File: src/rtl/uproc_pkg.sv
// Shared definitions for the micro-sequencer codebase: program-counter operation
// encoding and the default address width.
package uproc_pkg;

    localparam int PC_AW = 5;

    typedef enum logic [2:0] {
        PC_HOLD,
        PC_INC,
        PC_JMP,
        PC_BR,
        PC_CALL,
        PC_RET
    } pc_op_t;

endpackage

File: src/rtl/program_sequencer_return_stack.sv
// LIFO of return addresses for the program sequencer. Push on full and pop on
// empty are silently ignored here; the parent decides how to flag them.
module return_stack #(
    parameter  int DEPTH = 4,
    parameter  int W     = 8,
    localparam int SPW   = $clog2(DEPTH + 1)
) (
    input  logic           clk,
    input  logic           nReset,
    input  logic           push,
    input  logic           pop,
    input  logic [W-1:0]   din,
    output logic [W-1:0]   dout,
    output logic           full,
    output logic           empty,
    output logic [SPW-1:0] sp
);

    logic [W-1:0] mem [DEPTH];

    assign full  = (sp == SPW'(DEPTH));
    assign empty = (sp == '0);

    // Top of stack is the entry just below sp; reads as zero when empty.
    always_comb begin
        dout = '0;
        for (int i = 0; i < DEPTH; i++) begin
            if (sp == SPW'(i + 1)) dout = mem[i];
        end
    end

    always_ff @(posedge clk) begin
        if (nReset) begin
            sp <= '0;
            // NOTE: the entries are cleared on reset so a stale return address can never
            // reappear after a restart; the array is small enough for flops, not a RAM.
            for (int i = 0; i < DEPTH; i++) mem[i] <= '0;
        end else if (pop && !empty) begin
            sp <= sp - SPW'(1);
        end else if (push && !full) begin
            for (int i = 0; i < DEPTH; i++) begin
                if (sp == SPW'(i)) mem[i] <= din;
            end
            sp <= sp + SPW'(1);
        end
    end

endmodule

File: src/rtl/program_sequencer.sv
// Program counter with increment, stall, jump, relative branch and call/return
// through an internal return-address stack. addr is fully registered.
module program_sequencer
    import uproc_pkg::*;
#(
    parameter int             AW         = PC_AW,
    parameter int             OFFW       = 4,
    parameter int             RAS_DEPTH  = 4,
    parameter logic [AW-1:0]  RESET_ADDR = '0
) (
    input  logic            clk,
    input  logic            nReset,
    input  logic            en,
    input  logic            jmp,
    input  logic            br,
    input  logic            call,
    input  logic            ret,
    input  logic [AW-1:0]   tgt,
    input  logic [OFFW-1:0] off,
    output logic [AW-1:0]   addr,
    output logic            ras_full,
    output logic            ras_empty,
    output logic            err_ovf,
    output logic            err_unf
);

    localparam int SPW = $clog2(RAS_DEPTH + 1);

    pc_op_t          op;
    logic [AW-1:0]   next_seq;
    logic [AW-1:0]   off_ext;
    logic [AW-1:0]   ras_top;
    logic [SPW-1:0]  ras_sp;
    logic            push;
    logic            pop;

    assign next_seq = addr + AW'(1);
    assign off_ext  = AW'($signed(off));

    // Single-winner priority: ret > call > jmp > br > increment.
    always_comb begin
        // NOTE: op gets a value on every path before any branch, so no latch is inferred.
        op = PC_HOLD;
        if (en) begin
            if (ret)       op = PC_RET;
            else if (call) op = PC_CALL;
            else if (jmp)  op = PC_JMP;
            else if (br)   op = PC_BR;
            else           op = PC_INC;
        end
    end

    assign push = (op == PC_CALL) && !ras_full;
    assign pop  = (op == PC_RET)  && !ras_empty;

    return_stack #(
        .DEPTH (RAS_DEPTH),
        .W     (AW)
    ) u_ras (
        .clk    (clk),
        .nReset (nReset),
        .push   (push),
        .pop    (pop),
        .din    (next_seq),
        .dout   (ras_top),
        .full   (ras_full),
        .empty  (ras_empty),
        .sp     (ras_sp)
    );

    always_ff @(posedge clk) begin
        // NOTE: state is updated with non-blocking assignments so every flop samples
        // the pre-edge values regardless of statement order.
        if (nReset) begin
            addr    <= RESET_ADDR;
            err_ovf <= 1'b0;
            err_unf <= 1'b0;
        end else begin
            unique case (op)
                PC_INC:  addr <= next_seq;
                PC_JMP:  addr <= tgt;
                PC_BR:   addr <= addr + off_ext;
                PC_CALL: begin
                    if (ras_full) begin
                        addr    <= next_seq;
                        err_ovf <= 1'b1;
                    end else begin
                        addr <= tgt;
                    end
                end
                PC_RET: begin
                    if (ras_empty) begin
                        addr    <= next_seq;
                        err_unf <= 1'b1;
                    end else begin
                        addr <= ras_top;
                    end
                end
                default: addr <= addr;
            endcase
        end
    end

    sp_in_range: assert property (@(posedge clk) ras_sp <= SPW'(RAS_DEPTH));

endmodule

File: config.mk
export PLATFORM = sky130hd
export DESIGN_NAME = program_sequencer
export DESIGN_NICKNAME = d
export VERILOG_FILES = /design/src/rtl/uproc_pkg.sv /design/src/rtl/program_sequencer_return_stack.sv /design/src/rtl/program_sequencer.sv
export SDC_FILE = /design/constraint.sdc
export NUM_CORES = 1
export LEC_CHECK = 0
export ABC_AREA = 0
export CORE_MARGIN = 10
export CORE_UTILIZATION = 25
export CTS_CLUSTER_DIAMETER = 40
export CTS_CLUSTER_SIZE = 24
export DETAILED_ROUTE_END_ITERATION = 8
export GPL_ROUTABILITY_DRIVEN = 0
export PLACE_DENSITY = 0.55
export SLEW_MARGIN = 20
export SYNTH_ARGS = -nofsm -noshare
export SYNTH_HDL_FRONTEND = slang
export SYNTH_SLANG_ARGS = --single-unit
File: constraint.sdc
create_clock -name clk -period 2.2 [get_ports clk]
set_clock_uncertainty 0.1 [all_clocks]
set_input_delay 0.44 -clock clk [delete_from_list [all_inputs] [get_ports clk]]
set_output_delay 0.44 -clock clk [all_outputs]
set_load 0.05 [all_outputs]
==> reports/qor_table.md <==
| Step | Result | Value |
|---|---|---|
| synth | Number of unique standard cell types used by synthesis | 43 |
| power | Net switching power | 0.000539 W |
| synth | Prevailing post-synth register cell | sky130_fd_sc_hd__edfxtp_1 |
| worst setup path | Worst Path Required | 1.66 ns |
| worst setup path | Worst reg2reg endpoint | addr[3] |
| synth | Top cell type by total area after synthesis | sky130_fd_sc_hd__edfxtp_1 |
| global routing | Remaining global-route overflow | 0 |
| synth | Warnings from Yosys | 0 |
| detailed routing | Per-cell routed wire length | 13.8 µm |
| power | Switching Fraction | 0.324 |
| power | Leakage power | 0.920 nW |
| synth | Cell with the most instances after synthesis | sky130_fd_sc_hd__nor2_1 |
| worst setup path | Slowest cell on the critical path | sky130_fd_sc_hd__clkdlybuf4s50_1 |
| worst setup path | Count of buffer and inverter cells on the critical path | 1 |
| clocking | CTS H-Tree Depth | 2 |
| synth | Leading cell types by count after synthesis | sky130_fd_sc_hd__nor2_1 (44), sky130_fd_sc_hd__edfxtp_1 (20), sky130_fd_sc_hd__nand2_1 (16) |
| synth | Leading cell types by total area after synthesis | sky130_fd_sc_hd__edfxtp_1 (33%), sky130_fd_sc_hd__dfxtp_1 (11%), sky130_fd_sc_hd__nor2_1 (9.1%) |
| clocking | Clock tree from TritonCTS | done |
| finish | Area growth from synthesis to final layout | 34.3% |
| power | Combinational group share of total power | 0.326 |
| hold path | Worst Hold Depth | 2 |
| floorplanning | IO Pins | 25 |
| synth | Post-synthesis average cell area | 9.46 µm² |
| clocking | Clock transition at the registers of the reported paths | 0.07 ns |
| floorplanning | Area inside the core boundary | 0.00718 mm² |
| worst setup path | CP Cell Sequence | clkdlybuf4s50_1 |
| worst setup path | Critical Path Source Type | register |
| run | Max Cap Violations | 0 |
| sta | Max-slew violations | 0 |
| detailed routing | Number of DRC markers after the initial detailed-route iteration | 47 |
| sta | Final setup violating endpoints | 0 |
| finish | Final layout net count | 264 |
| worst setup path | Kind of cell with the highest combined delay on the critical path | buffers and inverters |
| hold path | Hold Crit Endpoint | err_unf |
| detailed routing | DRC violations left | 0 |
| worst setup path | Largest fanout on the critical path | 6 |
| global routing | Number of global-route vias before repair | 1537 |
| power | Internal power consumption | 0.00112 W |
| power | Worst IR drop on VDD | 193 µV |
| place | DP Wirelength | 3.64 mm |
| sta | Transition time of the tightest slew-check pin | 0.504 ns |
| finish | Antenna diode count | 0 |
| detailed routing | Vias after detailed routing | 1512 |
| sta | Relative max-transition margin | 0.663 |
| synth | Number of enable flip-flop cells after synthesis | 20 |
| detailed routing | Total detailed-routing wirelength | 4.65 mm |
| finish | Ratio of cells with drive above 1 in the final layout | 0.203 |
| floorplanning | Effective utilization at floorplan | 0.253 |
| finish | Post-Route Utilization | 0.340 |
| worst setup path | Setup slack, reg-to-reg | 0.25 ns |
| clocking | Cts bufs inserted | 5 |
| place | Number of buffers added on ports | 24 |
| synth | Number of storage elements in the synthesis netlist | 30 |
| detailed routing | Via density | 4.50 |
| power | Portion of total power attributed to the clock network | 0.277 |
| floorplanning | Die Area | 0.0111 mm² |
| power | Power Dens Cells | 681 mW/mm² |
| sta | Shortest clock period the worst path allows after layout | 2.13 ns |
| hold path | Startpoint of the worst hold path | err_unf |
| floorplanning | Number of standard-cell rows in the floorplan | 31 |
| worst setup path | Launch instance of the worst register-to-register path | u_ras.sp[1] |
| synth | Share of flip-flops with an asynchronous set or reset after synthesis | 0 |
| worst setup path | CP max stage delay | 0.85 ns |
| synth | Post-synth net total | 220 |
| worst setup path | Depth of the worst register-to-register path | 8 |
| run status | Run status | completed |
| floorplanning | Width of the die | 105 µm |
| sta | Ratio of final minimum period to clock period | 0.969 |
| synth | Mapped cell area | 0.00182 mm² |
| sta | Peak Freq | 469 MHz |
| global routing | Overall track demand over capacity in global routing | 0.0853 |
| detailed routing | Remaining antenna violation count after routing | 0 |
| sta | Fin Setup TNS | 0 ns |
| global routing | Largest net degree at the start of global routing | 21 |
| detailed routing | Iteration count of the initial detailed-routing pass | 4 |
| synth | Fraction of synthesized cell area taken by the top area cell type | 0.331 |
| global routing | Antenna violations before repair | 0 |
| worst setup path | Critical setup path kind | reg2out |
| hold path | HP Class | reg2reg |
| floorplanning | Die boundary height | 105 µm |
| power | Seq pwr share | 0.397 |
| global routing | First-pass GRT wire length | 7.58 mm |
| sta | Final hold violation count | 0 |
| clocking | Bufs on Longest Clock Path | 2 |
| clocking | Clk Latency, worst-skew pair | 0.29 ns |
| synth | Post-synthesis sequential area ratio | 0.441 |
| worst setup path | Arrival time at the worst endpoint | 1.59 ns |
| worst setup path | Kind of end point of the critical path | primary output |
| clocking | Root cell of the clock tree | sky130_fd_sc_hd__clkbuf_8 |
| clocking | CTS hold repair buffers | 0 |
| clocking | Clock Sink Count | 30 |
| synth | Cell count after synthesis | 192 |
-- logic make-up after synthesis --
family / Yosys count / share of synthesized area
AOI/OAI and AO/OA: 45 / 0.203
buffers and inverters: 18 / 0.0386
xor gates and xnor gates: 9 / 0.0434
DFF: 30 / 0.441
adders and majority gates: 12 / 0.0868
and+or+nand+nor: 78 / 0.187
-- sequential cells by signal (all words and copies together), names as in the netlist --
| name | flops |
|---|---|
| u_ras.mem | 20 |
| addr | 5 |
| u_ras.sp | 3 |
| err_ovf | 1 |
| err_unf | 1 |
-- worst max path at each step --
stage	from	end	slack, ns	depth (start not counted)
3_5_place_dp	off[0]	addr[4]	-0.24	9
5_1_grt	off[0]	addr[4]	-0.01	9
4_1_cts	off[0]	addr[4]	0.05	9
2_1_floorplan	addr[0]	addr[4]	0.03	8
6_report	addr[1]	addr[1]	0.07	1
3_3_place_gp	off[0]	addr[4]	-0.18	9
-- metrics by stage --
step	setup WS, ns	cell area (µm²)	instances	total power (W)	hold WS [ns]
floorplan	0.0347	1820	192	0.000987	0.369
CTS	0.0522	2420	336	0.00167	0.377
global route	-0.0144	2440	336	0.00175	0.425
global placement	-0.175	2330	328	0.00121	0.346
finish	0.0685	2440	336	0.00166	0.368
detailed placement	-0.240	2330	328	0.00121	0.361
-- layout make-up --
cell class	instances	area (µm²)
Sequential cell	30	801
Multi-Input combinational cell	144	962
Fill cell	730	4740
Tap cell	99	124
Clock inverter	1	5.00
Clock buffer	7	86.3
Timing Repair Buffer	44	420
Inverter	11	41.3
-- power by group through the flow --
stage	Clock (W)	Sequential [W]	Combinational, W
after floorplan	0	0.000712	0.000275
after global placement	0	0.000673	0.000535
after detailed placement	0	0.000672	0.000538
after CTS	0.000468	0.000661	0.000539
after global routing	0.000495	0.000665	0.000594
final	0.000461	0.000660	0.000541
-- layer usage --
layer  GRT usage  share of wire  up-vias
met5           0              0        -
met4      0.0412          0.020        0
met3      0.0238          0.028        8
met2       0.142           0.50       19
met1      0.0986           0.45      716
li1            -              -      769
-- cell usage in the layout (no fill, tap or decap), types with 3 or more instances in the layout --
cell / count
sky130_fd_sc_hd__a211oi_1: 3
sky130_fd_sc_hd__a211oi_2: 3
sky130_fd_sc_hd__a21oi_1: 8
sky130_fd_sc_hd__buf_12: 3
sky130_fd_sc_hd__buf_4: 20
sky130_fd_sc_hd__clkbuf_8: 6
sky130_fd_sc_hd__clkdlybuf4s50_1: 21
sky130_fd_sc_hd__dfxtp_1: 10
sky130_fd_sc_hd__edfxtp_1: 20
sky130_fd_sc_hd__ha_1: 10
sky130_fd_sc_hd__inv_1: 8
sky130_fd_sc_hd__inv_2: 3
sky130_fd_sc_hd__nand2_1: 16
sky130_fd_sc_hd__nand2b_1: 3
sky130_fd_sc_hd__nand3b_1: 3
sky130_fd_sc_hd__nor2_1: 44
sky130_fd_sc_hd__o21ai_0: 7
sky130_fd_sc_hd__xnor2_1: 6
sky130_fd_sc_hd__xor2_1: 3
-- repair_timing --
action / 4_1_cts / 5_1_grt
gates resized for setup: 0 / 4
endpoints found under the hold margin: 0 / 0
setup buffers: 0 / 0
endpoints found under the setup margin: 0 / 3
No activity file was read; power rests on OpenSTA's default activity.
